File: config.mk
export PLATFORM = sky130hd
export DESIGN_NAME = lm80c_sio_tx_flat
export DESIGN_NICKNAME = d
export VERILOG_FILES = /design/src/rtl/lm80c_sio_tx_if.sv /design/src/rtl/lm80c_sio_tx.sv /design/src/flat_wrapper.sv
export SDC_FILE = /design/constraint.sdc
export NUM_CORES = 1
export LEC_CHECK = 0
export ABC_CLOCK_PERIOD_IN_PS = 2450
export CAP_MARGIN = 25
export CORE_UTILIZATION = 51
export CTS_BUF_LIST = sky130_fd_sc_hd__clkbuf_4 sky130_fd_sc_hd__clkbuf_8 sky130_fd_sc_hd__clkbuf_16
export DETAILED_ROUTE_END_ITERATION = 8
export PLACE_DENSITY = 0.72
export SLEW_MARGIN = 10
export SYNTH_ARGS = -nofsm -noshare
export SYNTH_HDL_FRONTEND = slang
export SYNTH_SLANG_ARGS = --single-unit
File: constraint.sdc
create_clock -name sys_clock -period 2.45 [get_ports sys_clock]
set_input_delay 0.49 -clock sys_clock [delete_from_list [all_inputs] [get_ports sys_clock]]
set_output_delay 0.49 -clock sys_clock [all_outputs]
set_load 0.02 [all_outputs]
File: src/rtl/lm80c_sio_tx_if.sv
// Z80 I/O bus bundle between the CPU glue logic and the LM80C transmit-only SIO channel.
// master = CPU side, slave = the SIO channel.
`timescale 1ns/1ps
interface lm80c_sio_tx_if;
    logic       cs;
    logic       iorq_n;
    logic       wr_n;
    logic       rd_n;
    logic       a0;
    logic [7:0] din;
    logic [7:0] dout;

    modport master (
        output cs, iorq_n, wr_n, rd_n, a0, din,
        input  dout
    );

    modport slave (
        input  cs, iorq_n, wr_n, rd_n, a0, din,
        output dout
    );
endinterface

File: src/rtl/lm80c_sio_tx.sv
// LM80C transmit-only serial channel: Z80 I/O writes feed a small FIFO drained as 8N1 frames on txd.
// Define LM80C_SIO_TX_INT_EN to build the TX-done interrupt (pending flag and registered int_n).
`timescale 1ns/1ps
module lm80c_sio_tx #(
    parameter int CLK_DIV = 16,
    parameter int FIFO_AW = 2
) (
    input  logic               sys_clock,
    input  logic               RESET,
    lm80c_sio_tx_if.slave      bus,
    output logic               txd,
    output logic               tx_busy,
    output logic               int_n
);

    localparam int DEPTH = 1 << FIFO_AW;
    localparam int TW    = (CLK_DIV > 2) ? $clog2(CLK_DIV) : 1;
    localparam int CW    = FIFO_AW + 1;

    localparam logic [TW-1:0] TIMER_RELOAD = TW'(CLK_DIV - 1);
    localparam logic [CW-1:0] COUNT_FULL   = CW'(DEPTH);
    localparam logic [CW-1:0] COUNT_ONE    = CW'(1);

    typedef enum logic [1:0] {
        ST_IDLE  = 2'd0,
        ST_START = 2'd1,
        ST_DATA  = 2'd2,
        ST_STOP  = 2'd3
    } tx_state_t;

    // ------------------------------------------------------------------
    // CPU write decode: one action per I/O cycle, on the rising edge of ws
    // ------------------------------------------------------------------
    logic w_ws;
    logic r_ws_prev;
    logic w_fire;
    logic w_data_wr;
    logic w_ctl_wr;
    logic w_chan_rst;
    logic w_clr_int;
    logic w_txie_wr;

    assign w_ws       = bus.cs & ~bus.iorq_n & ~bus.wr_n;
    assign w_fire     = w_ws & ~r_ws_prev;
    assign w_data_wr  = w_fire & ~bus.a0;
    assign w_ctl_wr   = w_fire &  bus.a0;
    assign w_chan_rst = w_ctl_wr & (bus.din == 8'h18);
    assign w_clr_int  = w_ctl_wr & (bus.din == 8'h28);
    assign w_txie_wr  = w_ctl_wr & (bus.din[7:4] == 4'h0);

    always_ff @(posedge sys_clock) begin
        if (RESET) begin
            r_ws_prev <= 1'b0;
        end else begin
            r_ws_prev <= w_ws;
        end
    end

    // ------------------------------------------------------------------
    // FIFO
    // ------------------------------------------------------------------
    logic [7:0]         r_mem [DEPTH];
    logic [FIFO_AW-1:0] r_wr_ptr;
    logic [FIFO_AW-1:0] r_rd_ptr;
    logic [CW-1:0]      r_count;
    logic               w_full;
    logic               w_empty;
    logic               w_push;
    logic               w_pop;
    logic               r_ovr;
    logic               r_txie;

    assign w_full  = (r_count == COUNT_FULL);
    assign w_empty = (r_count == '0);
    // A pop on the same edge frees the slot, so a full FIFO still accepts the byte.
    assign w_push  = w_data_wr & (~w_full | w_pop);

    always_ff @(posedge sys_clock) begin
        if (w_push) begin
            r_mem[r_wr_ptr] <= bus.din;
        end
    end

    always_ff @(posedge sys_clock) begin
        if (RESET || w_chan_rst) begin
            r_wr_ptr <= '0;
            r_rd_ptr <= '0;
            r_count  <= '0;
        end else begin
            if (w_push) begin
                r_wr_ptr <= r_wr_ptr + 1'b1;
            end
            if (w_pop) begin
                r_rd_ptr <= r_rd_ptr + 1'b1;
            end
            case ({w_push, w_pop})
                2'b10:   r_count <= r_count + COUNT_ONE;
                2'b01:   r_count <= r_count - COUNT_ONE;
                default: r_count <= r_count;
            endcase
        end
    end

    always_ff @(posedge sys_clock) begin
        if (RESET || w_chan_rst) begin
            r_ovr  <= 1'b0;
            r_txie <= 1'b0;
        end else begin
            if (w_data_wr && w_full && !w_pop) begin
                r_ovr <= 1'b1;
            end
            if (w_txie_wr) begin
                r_txie <= bus.din[1];
            end
        end
    end

    // ------------------------------------------------------------------
    // Transmit FSM
    // ------------------------------------------------------------------
    tx_state_t   r_state;
    tx_state_t   w_state_next;
    logic [TW-1:0] r_timer;
    logic [TW-1:0] w_timer_next;
    logic [2:0]  r_bit;
    logic [2:0]  w_bit_next;
    logic        r_txd;
    logic        w_txd_next;
    logic [7:0]  r_shift;
    logic        w_shift_en;
    logic        w_frame_done;
    logic        w_bit_done;

    assign w_bit_done = (r_timer == '0);

    always_ff @(posedge sys_clock) begin
        if (RESET) begin
            r_state <= ST_IDLE;
            r_timer <= TIMER_RELOAD;
            r_bit   <= '0;
            r_txd   <= 1'b1;
        end else begin
            r_state <= w_state_next;
            r_timer <= w_timer_next;
            r_bit   <= w_bit_next;
            r_txd   <= w_txd_next;
        end
    end

    always_comb begin
        w_state_next = r_state;
        w_timer_next = w_bit_done ? TIMER_RELOAD : (r_timer - 1'b1);
        w_bit_next   = r_bit;
        w_txd_next   = r_txd;
        w_pop        = 1'b0;
        w_shift_en   = 1'b0;
        w_frame_done = 1'b0;

        case (r_state)
            ST_IDLE: begin
                w_timer_next = TIMER_RELOAD;
                w_txd_next   = 1'b1;
                if (!w_empty) begin
                    w_pop        = 1'b1;
                    w_txd_next   = 1'b0;
                    w_state_next = ST_START;
                end
            end
            ST_START: begin
                if (w_bit_done) begin
                    w_txd_next   = r_shift[0];
                    w_bit_next   = 3'd0;
                    w_state_next = ST_DATA;
                end
            end
            ST_DATA: begin
                if (w_bit_done) begin
                    if (r_bit == 3'd7) begin
                        w_txd_next   = 1'b1;
                        w_state_next = ST_STOP;
                    end else begin
                        // The shifter moves on this same edge, so the next bit is shift[1].
                        w_shift_en = 1'b1;
                        w_txd_next = r_shift[1];
                        w_bit_next = r_bit + 3'd1;
                    end
                end
            end
            ST_STOP: begin
                if (w_bit_done) begin
                    if (!w_empty) begin
                        w_pop        = 1'b1;
                        w_txd_next   = 1'b0;
                        w_state_next = ST_START;
                    end else begin
                        w_frame_done = 1'b1;
                        w_state_next = ST_IDLE;
                    end
                end
            end
            default: begin
                w_state_next = ST_IDLE;
                w_txd_next   = 1'b1;
            end
        endcase

        // Channel reset aborts the frame immediately; no partial stop bit.
        if (w_chan_rst) begin
            w_state_next = ST_IDLE;
            w_timer_next = TIMER_RELOAD;
            w_bit_next   = 3'd0;
            w_txd_next   = 1'b1;
            w_pop        = 1'b0;
            w_shift_en   = 1'b0;
            w_frame_done = 1'b0;
        end
    end

    always_ff @(posedge sys_clock) begin
        if (RESET) begin
            r_shift <= '0;
        end else if (w_pop) begin
            r_shift <= r_mem[r_rd_ptr];
        end else if (w_shift_en) begin
            r_shift <= {1'b0, r_shift[7:1]};
        end
    end

    // ------------------------------------------------------------------
    // Interrupt
    // ------------------------------------------------------------------
    logic w_unused;
`ifdef LM80C_SIO_TX_INT_EN
    logic r_pending;
    logic r_int_n;

    always_ff @(posedge sys_clock) begin
        if (RESET || w_chan_rst || w_clr_int) begin
            r_pending <= 1'b0;
        end else if (w_frame_done) begin
            r_pending <= 1'b1;
        end
    end

    always_ff @(posedge sys_clock) begin
        if (RESET) begin
            r_int_n <= 1'b1;
        end else begin
            r_int_n <= ~(r_pending & r_txie);
        end
    end

    assign int_n    = r_int_n;
    assign w_unused = bus.rd_n;
`else
    assign int_n    = 1'b1;
    assign w_unused = ^{bus.rd_n, r_txie, w_frame_done, w_clr_int};
`endif

    // ------------------------------------------------------------------
    // Outputs; RR0 layout: {0, overrun, CTS, 00, TX ready, 0, no RX}
    // ------------------------------------------------------------------
    assign txd      = r_txd;
    assign tx_busy  = (r_state != ST_IDLE) | ~w_empty;
    assign bus.dout = bus.a0 ? {1'b0, r_ovr, 1'b1, 2'b00, ~w_full, 1'b0, 1'b0} : 8'h00;

endmodule

File: src/flat_wrapper.sv
// flat-port wrapper written by rule: the top's interface ports become plain ports
module lm80c_sio_tx_flat 
#(
    parameter int CLK_DIV = 16,
    parameter int FIFO_AW = 2
)
  (sys_clock, RESET, txd, tx_busy, int_n, bus_cs, bus_iorq_n, bus_wr_n, bus_rd_n, bus_a0, bus_din, bus_dout);
  lm80c_sio_tx_if bus_i ();
  input  logic sys_clock;
  input  logic RESET;
  output logic txd;
  output logic tx_busy;
  output logic int_n;
  input wire logic [$bits(bus_i.cs)-1:0] bus_cs;
  input wire logic [$bits(bus_i.iorq_n)-1:0] bus_iorq_n;
  input wire logic [$bits(bus_i.wr_n)-1:0] bus_wr_n;
  input wire logic [$bits(bus_i.rd_n)-1:0] bus_rd_n;
  input wire logic [$bits(bus_i.a0)-1:0] bus_a0;
  input wire logic [$bits(bus_i.din)-1:0] bus_din;
  output wire logic [$bits(bus_i.dout)-1:0] bus_dout;
  assign bus_i.cs = bus_cs;
  assign bus_i.iorq_n = bus_iorq_n;
  assign bus_i.wr_n = bus_wr_n;
  assign bus_i.rd_n = bus_rd_n;
  assign bus_i.a0 = bus_a0;
  assign bus_i.din = bus_din;
  assign bus_dout = bus_i.dout;
  lm80c_sio_tx #(.CLK_DIV(CLK_DIV), .FIFO_AW(FIFO_AW)) u_core (.sys_clock(sys_clock), .RESET(RESET), .bus(bus_i), .txd(txd), .tx_busy(tx_busy), .int_n(int_n));
endmodule
After elaboration in Yosys (flattened, before gate mapping):

Memory sizes are Yosys's and may differ from the RTL's. A register that Yosys moved wholly into a read port is not among the register bits.
Cells that the tools add are included.

* register bits: 27
* RAM bits: 32
* bits of input ports: 15
* output and inout bits: 11
* memories kept: 1

Memories
* u_core.r_mem: words 4, width 8, read ports 1, clocked after memory_dff 1, wr ports 1, RTL line lm80c_sio_tx.sv:62 `logic [7:0] r_mem [DEPTH];`

* $add $sub $neg: 6
* eq/ne operators: 15
* multiplexer cells: 34
* bitwise logic cells: 15
* reductions and logical operators: 16

Operators with widths (count)
* 2-to-1 mux 1 bit: 16
* 2-to-1 mux 8 bit: 2
* 2-to-1 mux 2 bit: 7
* case mux 3 bit (2 select lines): 2
* 2-to-1 mux 3 bit: 3
* equality test 8 x 5 -> 1 bit (second input constant): 1
* inequality test 2 x 1 -> 1 bit (second input constant): 4
* case mux 2 bit (4 select lines): 1
* AND reduction 4 bit: 2
* nonzero test 2 bit: 4
* bitwise AND 1 bit: 7
* 2-to-1 mux 7 bit: 1
* adder 3 x 1 -> 3 bit (second input constant): 2
* equality test 2 bit (second input constant): 3
* equality test 3 bit (second input constant): 2
* inequality test 2 bit (second input constant): 3
* inverter 1 bit: 6
* AND reduction 5 bit: 1
* adder 2 x 1 -> 2 bit (second input constant): 2
* equality test 2 x 1 -> 1 bit (second input constant): 2
* logical NOT 4 bit: 1
* case mux 1 bit (4 select lines): 1
* OR reduction 4 bit: 1
* subtractor 4 x 1 -> 4 bit (second input constant): 1
* other kinds (9): 11

Longest topological paths before layout:

Gate-level depths: netlist of run 1.

* depth in word-level cells: 11
* gate-level depth with buffers: 8
* mapped depth without buffers: 8

Least setup slack after synthesis of run 1:

OpenSTA, ideal clock, no wires.

* path type: register -> register
* start: register u_core.r_state[0]
* end: register u_core.r_count[2]
* library setup time: 121 ps
* arrival: 2147 ps
* path slack: 182 ps
* cell stages (with the launch flop): 9
* path buffers: 0
* clock period less this slack: 2268 ps
* path through: dfxtp_1 inv_1 ha_1 o21ba_2 o211a_4 nand3_2 fa_1 mux2i_1 mux2_2

* word-level cells in the longest chain between the ends: 7
* elaborated cells between the ends (all ways): 10
* classes of those cells: 3 x eq/ne; 3 x mux; 2 x bitwise; 2 x reduce/logical

Ends and longest elaborated chain
* from (decl): RTL line lm80c_sio_tx.sv:121 `tx_state_t r_state;`
* from (signal assigned): RTL line lm80c_sio_tx.sv:143 `r_state <= w_state_next;`
* equality test 2 bit / logical NOT 2 bit (equally long branches): RTL line lm80c_sio_tx.sv:159 `case (r_state)`
* case mux 1 bit (2 select lines) *: RTL line lm80c_sio_tx.sv:159
* 2-to-1 mux 1 bit *: RTL line lm80c_sio_tx.sv:208 `if (w_chan_rst) begin`
* bitwise OR 1 bit: RTL line lm80c_sio_tx.sv:76 `assign w_push = w_data_wr & (~w_full | w_pop);`
* bitwise AND 1 bit: RTL line lm80c_sio_tx.sv:76
* equality test 2 x 1 -> 1 bit / equality test 2 bit (equally long branches): RTL line lm80c_sio_tx.sv:96 `case ({w_push, w_pop})`
* case mux 3 bit (2 select lines) / nonzero test 2 bit (equally long branches)
* to (signal assigned): RTL line lm80c_sio_tx.sv:97 `2'b10: r_count <= r_count + COUNT_ONE;`
* to (signal assigned): RTL line lm80c_sio_tx.sv:98 `2'b01: r_count <= r_count - COUNT_ONE;`
* to (signal assigned): RTL line lm80c_sio_tx.sv:99 `default: r_count <= r_count;`
* to (decl): RTL line lm80c_sio_tx.sv:65 `logic [CW-1:0] r_count;`

Every way passes the cells marked *; elsewhere a longest branch is shown, timed or not.
A chain may end at the register's enable or synchronous reset.

Final worst setup path of run 1:

* start: input port bus_a0
* end: output port bus_dout[6]

* word-level cells in the longest chain between the ends: 1

Ends and longest elaborated chain
* from (decl): RTL line flat_wrapper.sv:18 `input wire logic [$bits(bus_i.a0)-1:0] bus_a0;`
* 2-to-1 mux 7 bit: RTL line lm80c_sio_tx.sv:265 `assign bus.dout = bus.a0 ? {1'b0, r_ovr, 1'b1, 2'b00, ~w_full, 1'b0, 1'b0} : 8'h00;`
* to (decl): RTL line flat_wrapper.sv:20 `output wire logic [$bits(bus_i.dout)-1:0] bus_dout;`

No other way between the ends.

==> results.py, run 1 <==
metrics = {
    "status": {
        "status": "finished, final reports clean",
    },
    "final_layout": {
        "fillers": 415,
        "final_area_um2": 3360,
        "multi_input_comb_area_um2": 1150,
        "syn_to_final_growth_pct": 20.0,
        "n_antenna_cell": 0,
        "seqCellArea_um2": 1540,
        "drive_above_1_share_pct": 23.9,
        "fin_nets": 287,
    },
    "critical_path": {
        "required_ps": 1960,
        "crit_type": "input pin to output pin",
        "start_kind": "input pin",
        "arrival_ps": 1850,
        "critPathCaptureType": "output pin",
        "cp_max_fo": 5,
    },
    "routing": {
        "num_vias": 1803,
        "route.met3.wl_um": 190,
        "ant_nets": 0,
        "drc": 0,
        "viasPerCell": 5.40,
        "drt-initial-drc-count": 128,
        "routedLengthMet1_mm": 2.21,
        "wirelength_mm": 4.99,
        "wire_per_inst_um": 14.9,
        "highest_layer": "met4",
        "wl_met2_mm": 2.52,
        "dr.pass1.iters": 4,
    },
    "clock_tree": {
        "root_buffer": "clkbuf_8",
        "cts_buffers": 9,
        "cts_hold_buf": 0,
        "htreeDepth": 3,
        "cts_tree": "yes",
        "cts_sinks": 61,
        "cts_buffer_depth": 2,
        "clk_latency_ps": 330,
        "path_clk_slew_ps": 70,
    },
    "sta": {
        "setup_tns_ps": 0,
        "max_freq_mhz": 428,
        "finalSetupViolations": 0,
        "report.final.slew_viol_count": 0,
        "holdWs_ps": 401,
        "worst_slew_pin_slew_ps": 548,
        "layout_setup_ws_ps": 113,
        "fin_crit_sh_pct": 95.4,
        "fin_worst_skew_ps": 8.93,
        "hold_viol_final": 0,
        "rsz0062_at_grt": "no",
        "post-route-min-period_ps": 2340,
        "maxSlewHeadroom_pct": 63.4,
    },
    "placement": {
        "port_buffers": 18,
        "pre_cts_ws_ps": -158,
        "globalplace.congestion": 0.809,
        "place_area_um2": 3160,
        "dp_hpwl_mm": 3.64,
    },
    "die": {
        "initial_utilization_pct": 53.7,
        "ios": 26,
        "dieArea_um2": 5790,
        "die_w_um": 76.1,
        "die_h_um": 76.1,
        "num_rows": 26,
        "core_um2": 5200,
    },
    "pwr": {
        "power_density_nw_per_um2": 927,
        "power_mw": 3.11,
        "ir_drop_mv": 0.521,
        "leakagePower_nw": 1.28,
    },
    "global_routing": {
        "grt_first_pass_wirelength_mm": 8.45,
        "grt_overflow": 0,
        "antenna_found_initial": 0,
        "grt.total_usage_pct": 19.2,
        "grt_pass1_vias": 1835,
        "grt_max_degree": 12,
    },
    "yosys": {
        "yosysUniqueCellTypes": 54,
        "syn_area_um2": 2800,
        "synthArstFlopShare_pct": 0,
        "yosysSeqAreaShare_pct": 55.1,
        "synth-seq-cells": 61,
        "avgSynthCellArea_um2": 12.9,
        "synth_edf_count": 32,
        "ys.flop_type": "edfxtp_1",
        "synth_cells": 217,
        "yosys_warnings": 0,
    },
    "worst_hold_path": {
        "min-delay-path-class": "flip-flop to flip-flop",
    },
    "job": {
        "maxCapViolCount": 0,
    },
}
## synthesized netlist by cell type, types with 5 or more instances
library cell	n	area, um^2
a21oi_1	8	40.0
a221o_1	7	70.1
and3_1	6	37.5
buf_4	8	60.1
dfxtp_1	29	581
edfxtp_1	32	961
ha_1	12	150
inv_1	8	30.0
mux4_2	8	180
nand2_1	9	33.8
nand3_1	6	30.0
nor2_1	11	41.3
nor3_1	5	25.0
nor3b_1	8	60.1
o21ai_0	5	25.0
## logic make-up after synthesis
family | count (synthesis) | share of synthesized area, %
simple gates | 67 | 15.2
flops | 61 | 55.1
compound gates | 37 | 10.1
buf+inv | 22 | 4.47
fa+ha+maj | 13 | 6.08
mux | 11 | 7.56
xor+xnor | 4 | 1.25
other cells | 2 | 0.268
## stage by stage
stage / utilization [%] / cells
after global routing: 64.5 / 334
after CTS: 64.4 / 334
final: 64.5 / 334
after floorplan: - / 221
after detailed placement: 60.7 / 318
after global placement: 60.7 / 318
## report_power, final
part | total [mW] | internal [mW] | switching [mW]
Sequential | 1.27 | 1.18 | 0.0886
Combinational | 0.976 | 0.481 | 0.496
Clock | 0.863 | 0.487 | 0.376
## layer usage
| layer | global-route usage [%] | up-vias |
|---|---|---|
| li1 | - | 891 |
| met1 | 23.1 | 862 |
| met2 | 32.5 | 44 |
| met3 | 3.95 | 6 |
| met4 | 10.0 | 0 |
| met5 | 0 | - |
## sequential cells by signal, indices dropped and copies added (netlist names), named ones only
register          cells
u_core.r_timer        4
u_core.r_ws_prev      1
u_core.r_wr_ptr       2
u_core.r_shift        8
u_core.r_state        2
u_core.r_count        3
u_core.r_bit          3
u_core.r_mem         32
u_core.r_rd_ptr       2
u_core.r_ovr          1
u_core.txd            1
## layout make-up
type                    count  share of cell area (%)
flip-flops and latches     61                    46.0
multi-input cells         138                    34.3
repair buffers             41                    10.5
clock buffers              11                    4.14
well taps                  70                    2.61
clock inverters             5                    1.57
inverters                   8                   0.895
## worst max-delay path, cell delays in order
cell             delay (ps)
clkdlybuf4s50_1         500
buf_4                   130
and2_1                  120
clkdlybuf4s50_1         600
## layout by cell type (no fill, tap or decap), types with 5 or more instances in the layout
| cell type | synthesis | final |
|---|---|---|
| edfxtp_1 | 32 | 32 |
| dfxtp_1 | 29 | 27 |
| buf_4 | 8 | 23 |
| clkdlybuf4s50_1 | 0 | 18 |
| ha_1 | 12 | 12 |
| nor2_1 | 11 | 11 |
| nand2_1 | 9 | 9 |
| clkbuf_8 | 0 | 9 |
| inv_1 | 8 | 8 |
| mux4_2 | 8 | 8 |
| nor3b_1 | 8 | 8 |
| a21oi_1 | 8 | 8 |
| a221o_1 | 7 | 7 |
| nand3_1 | 6 | 6 |
| conb_1 | 2 | 6 |
| nor3_1 | 5 | 5 |
| o21ai_0 | 5 | 5 |
## worst paths after layout
path	start	end	slack, ps	cells after the start
setup / recovery	bus_a0	bus_dout[6]	110	4
hold / removal	u_core.r_timer[0]	u_core.r_timer[0]	400	1
setup reg to reg	u_core.r_state[0]	u_core.r_mem[2][3]	140	6
hold reg to reg	u_core.r_timer[0]	u_core.r_timer[0]	400	1
## timing repair
action                     CTS  global route
buffers inserted             0             0
hold endpoints to repair     0             0
gates resized for setup      1             5
pin swaps                    0             0
setup endpoints to repair    1            31
No activity file was read; power rests on OpenSTA's default activity.
==> inputs of run 2 (changes only) <==
--- a/config.mk
+++ b/config.mk
@@ -7,11 +7,13 @@
 export LEC_CHECK = 0
 export ABC_CLOCK_PERIOD_IN_PS = 2450
 export CAP_MARGIN = 25
+export CORE_ASPECT_RATIO = 0.9
 export CORE_UTILIZATION = 51
 export CTS_BUF_LIST = sky130_fd_sc_hd__clkbuf_4 sky130_fd_sc_hd__clkbuf_8 sky130_fd_sc_hd__clkbuf_16
+export CTS_CLUSTER_SIZE = 14
 export DETAILED_ROUTE_END_ITERATION = 8
 export PLACE_DENSITY = 0.72
-export SLEW_MARGIN = 10
+export SLEW_MARGIN = 20
 export SYNTH_ARGS = -nofsm -noshare
 export SYNTH_HDL_FRONTEND = slang
 export SYNTH_SLANG_ARGS = --single-unit
==> run 2 against run 1 <==
Effect of this change: first-iteration DRC count down 58%; worst setup slack about the same; largest power group unchanged; clock power down 3.7%; sequential power about the same.
==> results.py, run 2 (synthesis results as in run 1) <==
metrics = {
    "status": {
        "status": "finished, final reports clean",
    },
    "routing": {
        "viasPerCell": 5.47,
        "drt-initial-drc-count": 54,
        "wirelength_mm": 5.05,
        "dr.pass1.iters": 4,
        "num_vias": 1831,
        "wire_per_inst_um": 15.1,
        "ant_nets": 0,
        "drc": 0,
    },
    "global_routing": {
        "antenna_found_initial": 0,
        "grt.total_usage_pct": 20.3,
        "grt_overflow": 0,
        "grt_max_degree": 15,
        "grt_first_pass_wirelength_mm": 8.66,
        "grt_pass1_vias": 1890,
    },
    "sta": {
        "rsz0062_at_grt": "no",
        "fin_worst_skew_ps": 10.0,
        "fin_crit_sh_pct": 95.4,
        "maxSlewHeadroom_pct": 64.4,
        "max_freq_mhz": 428,
        "post-route-min-period_ps": 2340,
        "holdWs_ps": 406,
        "worst_slew_pin_slew_ps": 534,
        "finalSetupViolations": 0,
        "hold_viol_final": 0,
        "report.final.slew_viol_count": 0,
    },
    "clock_tree": {
        "path_clk_slew_ps": 80,
        "cts_buffers": 9,
        "root_buffer": "clkbuf_8",
        "cts_sinks": 61,
        "cts_buffer_depth": 2,
        "cts_tree": "yes",
        "cts_hold_buf": 0,
        "clk_latency_ps": 330,
        "htreeDepth": 3,
    },
    "final_layout": {
        "largest_register_ffs": 32,
        "reg_top3": "u_core.r_mem (32), u_core.r_shift (8), u_core.r_timer (4)",
        "final_cell_mix": "edfxtp_1 (32), dfxtp_1 (29), buf_4 (27)",
        "fillers": 403,
        "final_area_um2": 3380,
        "n_antenna_cell": 0,
        "top_register": "u_core.r_mem",
        "fin_util_pct": 64.2,
        "syn_to_final_growth_pct": 20.7,
        "fin_nets": 291,
        "final_common_cell": "edfxtp_1",
        "drive_above_1_share_pct": 24.3,
    },
    "job": {
        "maxCapViolCount": 0,
    },
    "critical_path": {
        "crit_type": "flip-flop to output pin",
        "critPathCaptureType": "output pin",
        "arrival_ps": 1850,
        "crit_start": "u_core.r_state[0]",
        "reg2reg_from": "u_core.r_state[0]",
        "cp_max_fo": 4,
        "required_ps": 1960,
        "start_kind": "flip-flop",
    },
    "placement": {
        "port_buffers": 18,
        "place_area_um2": 3180,
        "globalplace.congestion": 0.735,
        "dp_hpwl_mm": 3.70,
    },
    "pwr": {
        "netSwitchingFraction_pct": 33.4,
        "p_int_mw": 2.08,
        "ir_drop_mv": 0.554,
        "leakagePower_nw": 1.29,
        "pwr-share-clk_pct": 26.6,
        "power_density_nw_per_um2": 927,
        "combPwrFrac_pct": 33.1,
        "switching_power_mw": 1.05,
        "seqPwrFrac_pct": 40.3,
    },
    "die": {
        "ios": 26,
        "initial_utilization_pct": 53.2,
        "core_um2": 5260,
        "die_w_um": 80.1,
        "num_rows": 25,
        "dieArea_um2": 5790,
        "die_h_um": 72.3,
    },
    "worst_hold_path": {
        "worstHoldStart": "u_core.r_timer[0]",
        "min-delay-path-class": "flip-flop to flip-flop",
    },
}
## run 2: cell count changes in the layout (fill, tap and decap cells not counted), sizes merged
cell / change
clkbuf: -2
buf: +4
bufinv: -1
inv: +6
clkinv: -3
## run 2: final cells by class
cell class	instances	area, um^2	area share (%)
multi-input cells	138	1150	34.1
well taps	67	83.8	2.48
inverters	8	30.0	0.890
flip-flops and latches	61	1540	45.7
clock buffers	9	124	3.67
clock inverters	7	62.6	1.85
repair buffers	45	383	11.3
## run 2: stage by stage
stage | power, mW | TNS (ps) | std cells | setup WS (ps)
after CTS | 3.15 | 0 | 335 | 8.44
after global routing | 3.34 | 0 | 335 | 3.56
after detailed placement | 2.31 | -7840 | 319 | -236
after floorplan | 1.97 | 0 | 221 | 182
after global placement | 2.29 | -5430 | 319 | -160
final | 3.13 | 0 | 335 | 113
## run 2: routing by layer
metal | part of all wire (%) | track usage [%] | wire length [um] | vias to the layer above
li1 | - | - | - | 907
met1 | 46 | 25.8 | 2320 | 882
met2 | 50 | 32.1 | 2510 | 36
met3 | 3.1 | 7.04 | 154 | 6
met4 | 1.3 | 7.54 | 65 | 0
met5 | 0 | 0 | 0 | -
## run 2: timing repair
item	CTS	global route
buffers inserted	0	0
setup endpoints to repair	16	32
gates resized for setup	2	3
hold endpoints to repair	0	0
## run 2: path summary, 6_finish.rpt
path                  endpoint  slack [ps]  depth (start not counted)
max                    tx_busy         110                          5
min          u_core.r_timer[0]         410                          1
max reg2reg  u_core.r_count[2]         140                          8
min reg2reg  u_core.r_timer[0]         410                          1
## run 2: power by group through the flow
stage	combinational (mW)	clock, mW	sequential, mW
floorplan	0.713	0	1.26
global placement	1.01	0	1.28
detailed placement	1.03	0	1.28
CTS	1.04	0.850	1.26
global route	1.15	0.906	1.28
finish	1.04	0.831	1.26
## run 2: worst max-delay path, stage by stage, from the launching register on
cell             delay [ps]
dfxtp_1                 370
inv_1                    70
ha_1                    260
buf_4                   160
nand2_1                  60
clkdlybuf4s50_1         600
==> inputs of run 3 (changes only) <==
--- a/config.mk
+++ b/config.mk
@@ -9,10 +9,9 @@
 export CAP_MARGIN = 25
 export CORE_ASPECT_RATIO = 0.9
 export CORE_UTILIZATION = 51
-export CTS_BUF_LIST = sky130_fd_sc_hd__clkbuf_4 sky130_fd_sc_hd__clkbuf_8 sky130_fd_sc_hd__clkbuf_16
 export CTS_CLUSTER_SIZE = 14
 export DETAILED_ROUTE_END_ITERATION = 8
-export PLACE_DENSITY = 0.72
+export PLACE_DENSITY_LB_ADDON = 0.15
 export SLEW_MARGIN = 20
 export SYNTH_ARGS = -nofsm -noshare
 export SYNTH_HDL_FRONTEND = slang
==> run 3 against run 2 <==
Effect of this change: worst setup slack improved by 2.3 ps; via count down 1.5%; flip-flop and latch count unchanged; largest cell class unchanged; non-clock buffer count is 2 higher; sequential share of layout area shrank 0.99 points; utilization rose by 1.5 points; fmax is essentially flat; worst hold slack worse by 4.6 ps; design area is 2.3% higher; clock skew grew 1.3 ps.
==> results.py, run 3 (synthesis results as in run 1) <==
metrics = {
    "final_layout": {
        "fillers": 406,
        "seqCellArea_um2": 1540,
        "largest_register_ffs": 32,
        "n_antenna_cell": 0,
        "fin_cells": 337,
        "top_register": "u_core.r_mem",
        "final_common_cell": "edfxtp_1",
        "fin_nets": 293,
        "syn_to_final_growth_pct": 23.4,
        "final_cell_mix": "edfxtp_1 (32), buf_4 (29), dfxtp_1 (28)",
        "reg_top3": "u_core.r_mem (32), u_core.r_shift (8), u_core.r_timer (4)",
        "multi_input_comb_area_um2": 1150,
        "drive_above_1_share_pct": 25.2,
    },
    "die": {
        "initial_utilization_pct": 53.2,
        "die_w_um": 80.1,
        "num_rows": 25,
        "die_h_um": 72.3,
        "core_um2": 5260,
        "ios": 26,
        "dieArea_um2": 5790,
    },
    "critical_path": {
        "crit_type": "flip-flop to flip-flop",
        "cp_max_fo": 6,
        "arrival_ps": 2560,
        "start_kind": "flip-flop",
        "reg2reg_depth": 8,
        "critPathCaptureType": "flip-flop",
        "required_ps": 2680,
    },
    "routing": {
        "drc": 0,
        "drt-initial-drc-count": 74,
        "wirelength_mm": 4.98,
        "viasPerCell": 5.35,
        "num_vias": 1803,
        "dr.pass1.iters": 5,
        "wire_per_inst_um": 14.8,
        "ant_nets": 0,
    },
    "clock_tree": {
        "htreeDepth": 3,
        "cts_buffer_depth": 2,
        "cts_sinks": 61,
        "cts_tree": "yes",
        "root_buffer": "clkbuf_8",
        "cts_resized": 0,
        "post_cts_buffers": 0,
        "cts_hold_buf": 0,
        "cts_buffers": 9,
        "path_clk_slew_ps": 70,
        "clk_latency_ps": 340,
    },
    "sta": {
        "maxSlewHeadroom_pct": 64.0,
        "post-route-min-period_ps": 2330,
        "fin_crit_sh_pct": 95.3,
        "layout_setup_ws_ps": 115,
        "worst_slew_pin_slew_ps": 539,
        "fin_worst_skew_ps": 11.3,
        "rsz0062_at_grt": "no",
        "max_freq_mhz": 428,
        "finalSetupViolations": 0,
        "hold_viol_final": 0,
        "report.final.slew_viol_count": 0,
    },
    "worst_hold_path": {
        "min_path_cells": 1,
        "min-delay-path-class": "flip-flop to flip-flop",
    },
    "global_routing": {
        "grt_overflow": 0,
        "grt_first_pass_wirelength_mm": 8.03,
        "grt.busiest_layer": "met2",
        "grt_max_degree": 13,
        "met1_usage_pct": 25.4,
        "grt.total_usage_pct": 20.0,
        "gr-usage-met2_pct": 30.3,
        "grt_pass1_vias": 1737,
        "antenna_found_initial": 0,
        "use_met3_pct": 6.67,
    },
    "pwr": {
        "power_mw": 3.36,
        "power_density_nw_per_um2": 974,
        "leakagePower_nw": 1.33,
        "ir_drop_mv": 0.761,
    },
    "status": {
        "status": "finished, final reports clean",
    },
    "placement": {
        "port_buffers": 18,
        "placed_cells": 321,
        "pre_cts_ws_ps": -162,
        "dp_hpwl_mm": 3.58,
        "globalplace.congestion": 0.811,
    },
    "job": {
        "maxCapViolCount": 0,
    },
}
[run 3: layer usage]
| layer | share of wire, % | vias to the layer above |
|---|---|---|
| met5 | 0 | - |
| met4 | 2.4 | 0 |
| met3 | 5.2 | 8 |
| met2 | 46 | 44 |
| met1 | 47 | 842 |
| li1 | - | 909 |
[run 3: path summary, 6_finish.rpt]
path | startpoint | endpoint | slack (ps)
worst min register to register | u_core.r_timer[0] | u_core.r_timer[0] | 400
worst max-delay path | u_core.r_state[0] | u_core.r_count[2] | 120
worst min-delay path | u_core.r_timer[0] | u_core.r_timer[0] | 400
worst max register to register | u_core.r_state[0] | u_core.r_count[2] | 120
[run 3: cell type report]
| class | instances | area share [%] |
|---|---|---|
| clock inverter | 7 | 3.59 |
| sequential | 61 | 44.7 |
| clock buffer | 9 | 3.59 |
| timing repair buffer | 47 | 11.5 |
| inverter | 8 | 0.870 |
| multi-input combinational | 138 | 33.3 |
| tap | 67 | 2.43 |
[run 3: power breakdown]
| group | leakage [nW] | total [mW] | internal, mW | switching [mW] |
|---|---|---|---|---|
| combinational | 0.687 | 1.01 | 0.494 | 0.518 |
| sequential | 0.524 | 1.26 | 1.18 | 0.0822 |
| clock | 0.120 | 1.09 | 0.680 | 0.407 |
[run 3: stage by stage]
stage | cell area (um^2) | hold WS, ps | utilization [%] | TNS [ps]
after global placement | 3200 | 386 | 60.9 | -3830
final | 3450 | 402 | 65.7 | 0
after floorplan | 2810 | 372 | - | 0
after detailed placement | 3200 | 388 | 60.9 | -4850
after global routing | 3450 | 436 | 65.7 | 0
after CTS | 3450 | 406 | 65.6 | 0
[run 3: worst max-delay path, cell delays in order, from the launching register on]
cell,delay (ps)
dfxtp_2,350
inv_1,60
ha_1,300
o21ba_2,260
o211a_4,210
nand3_2,90
fa_1,380
mux2i_1,220
mux2_2,370
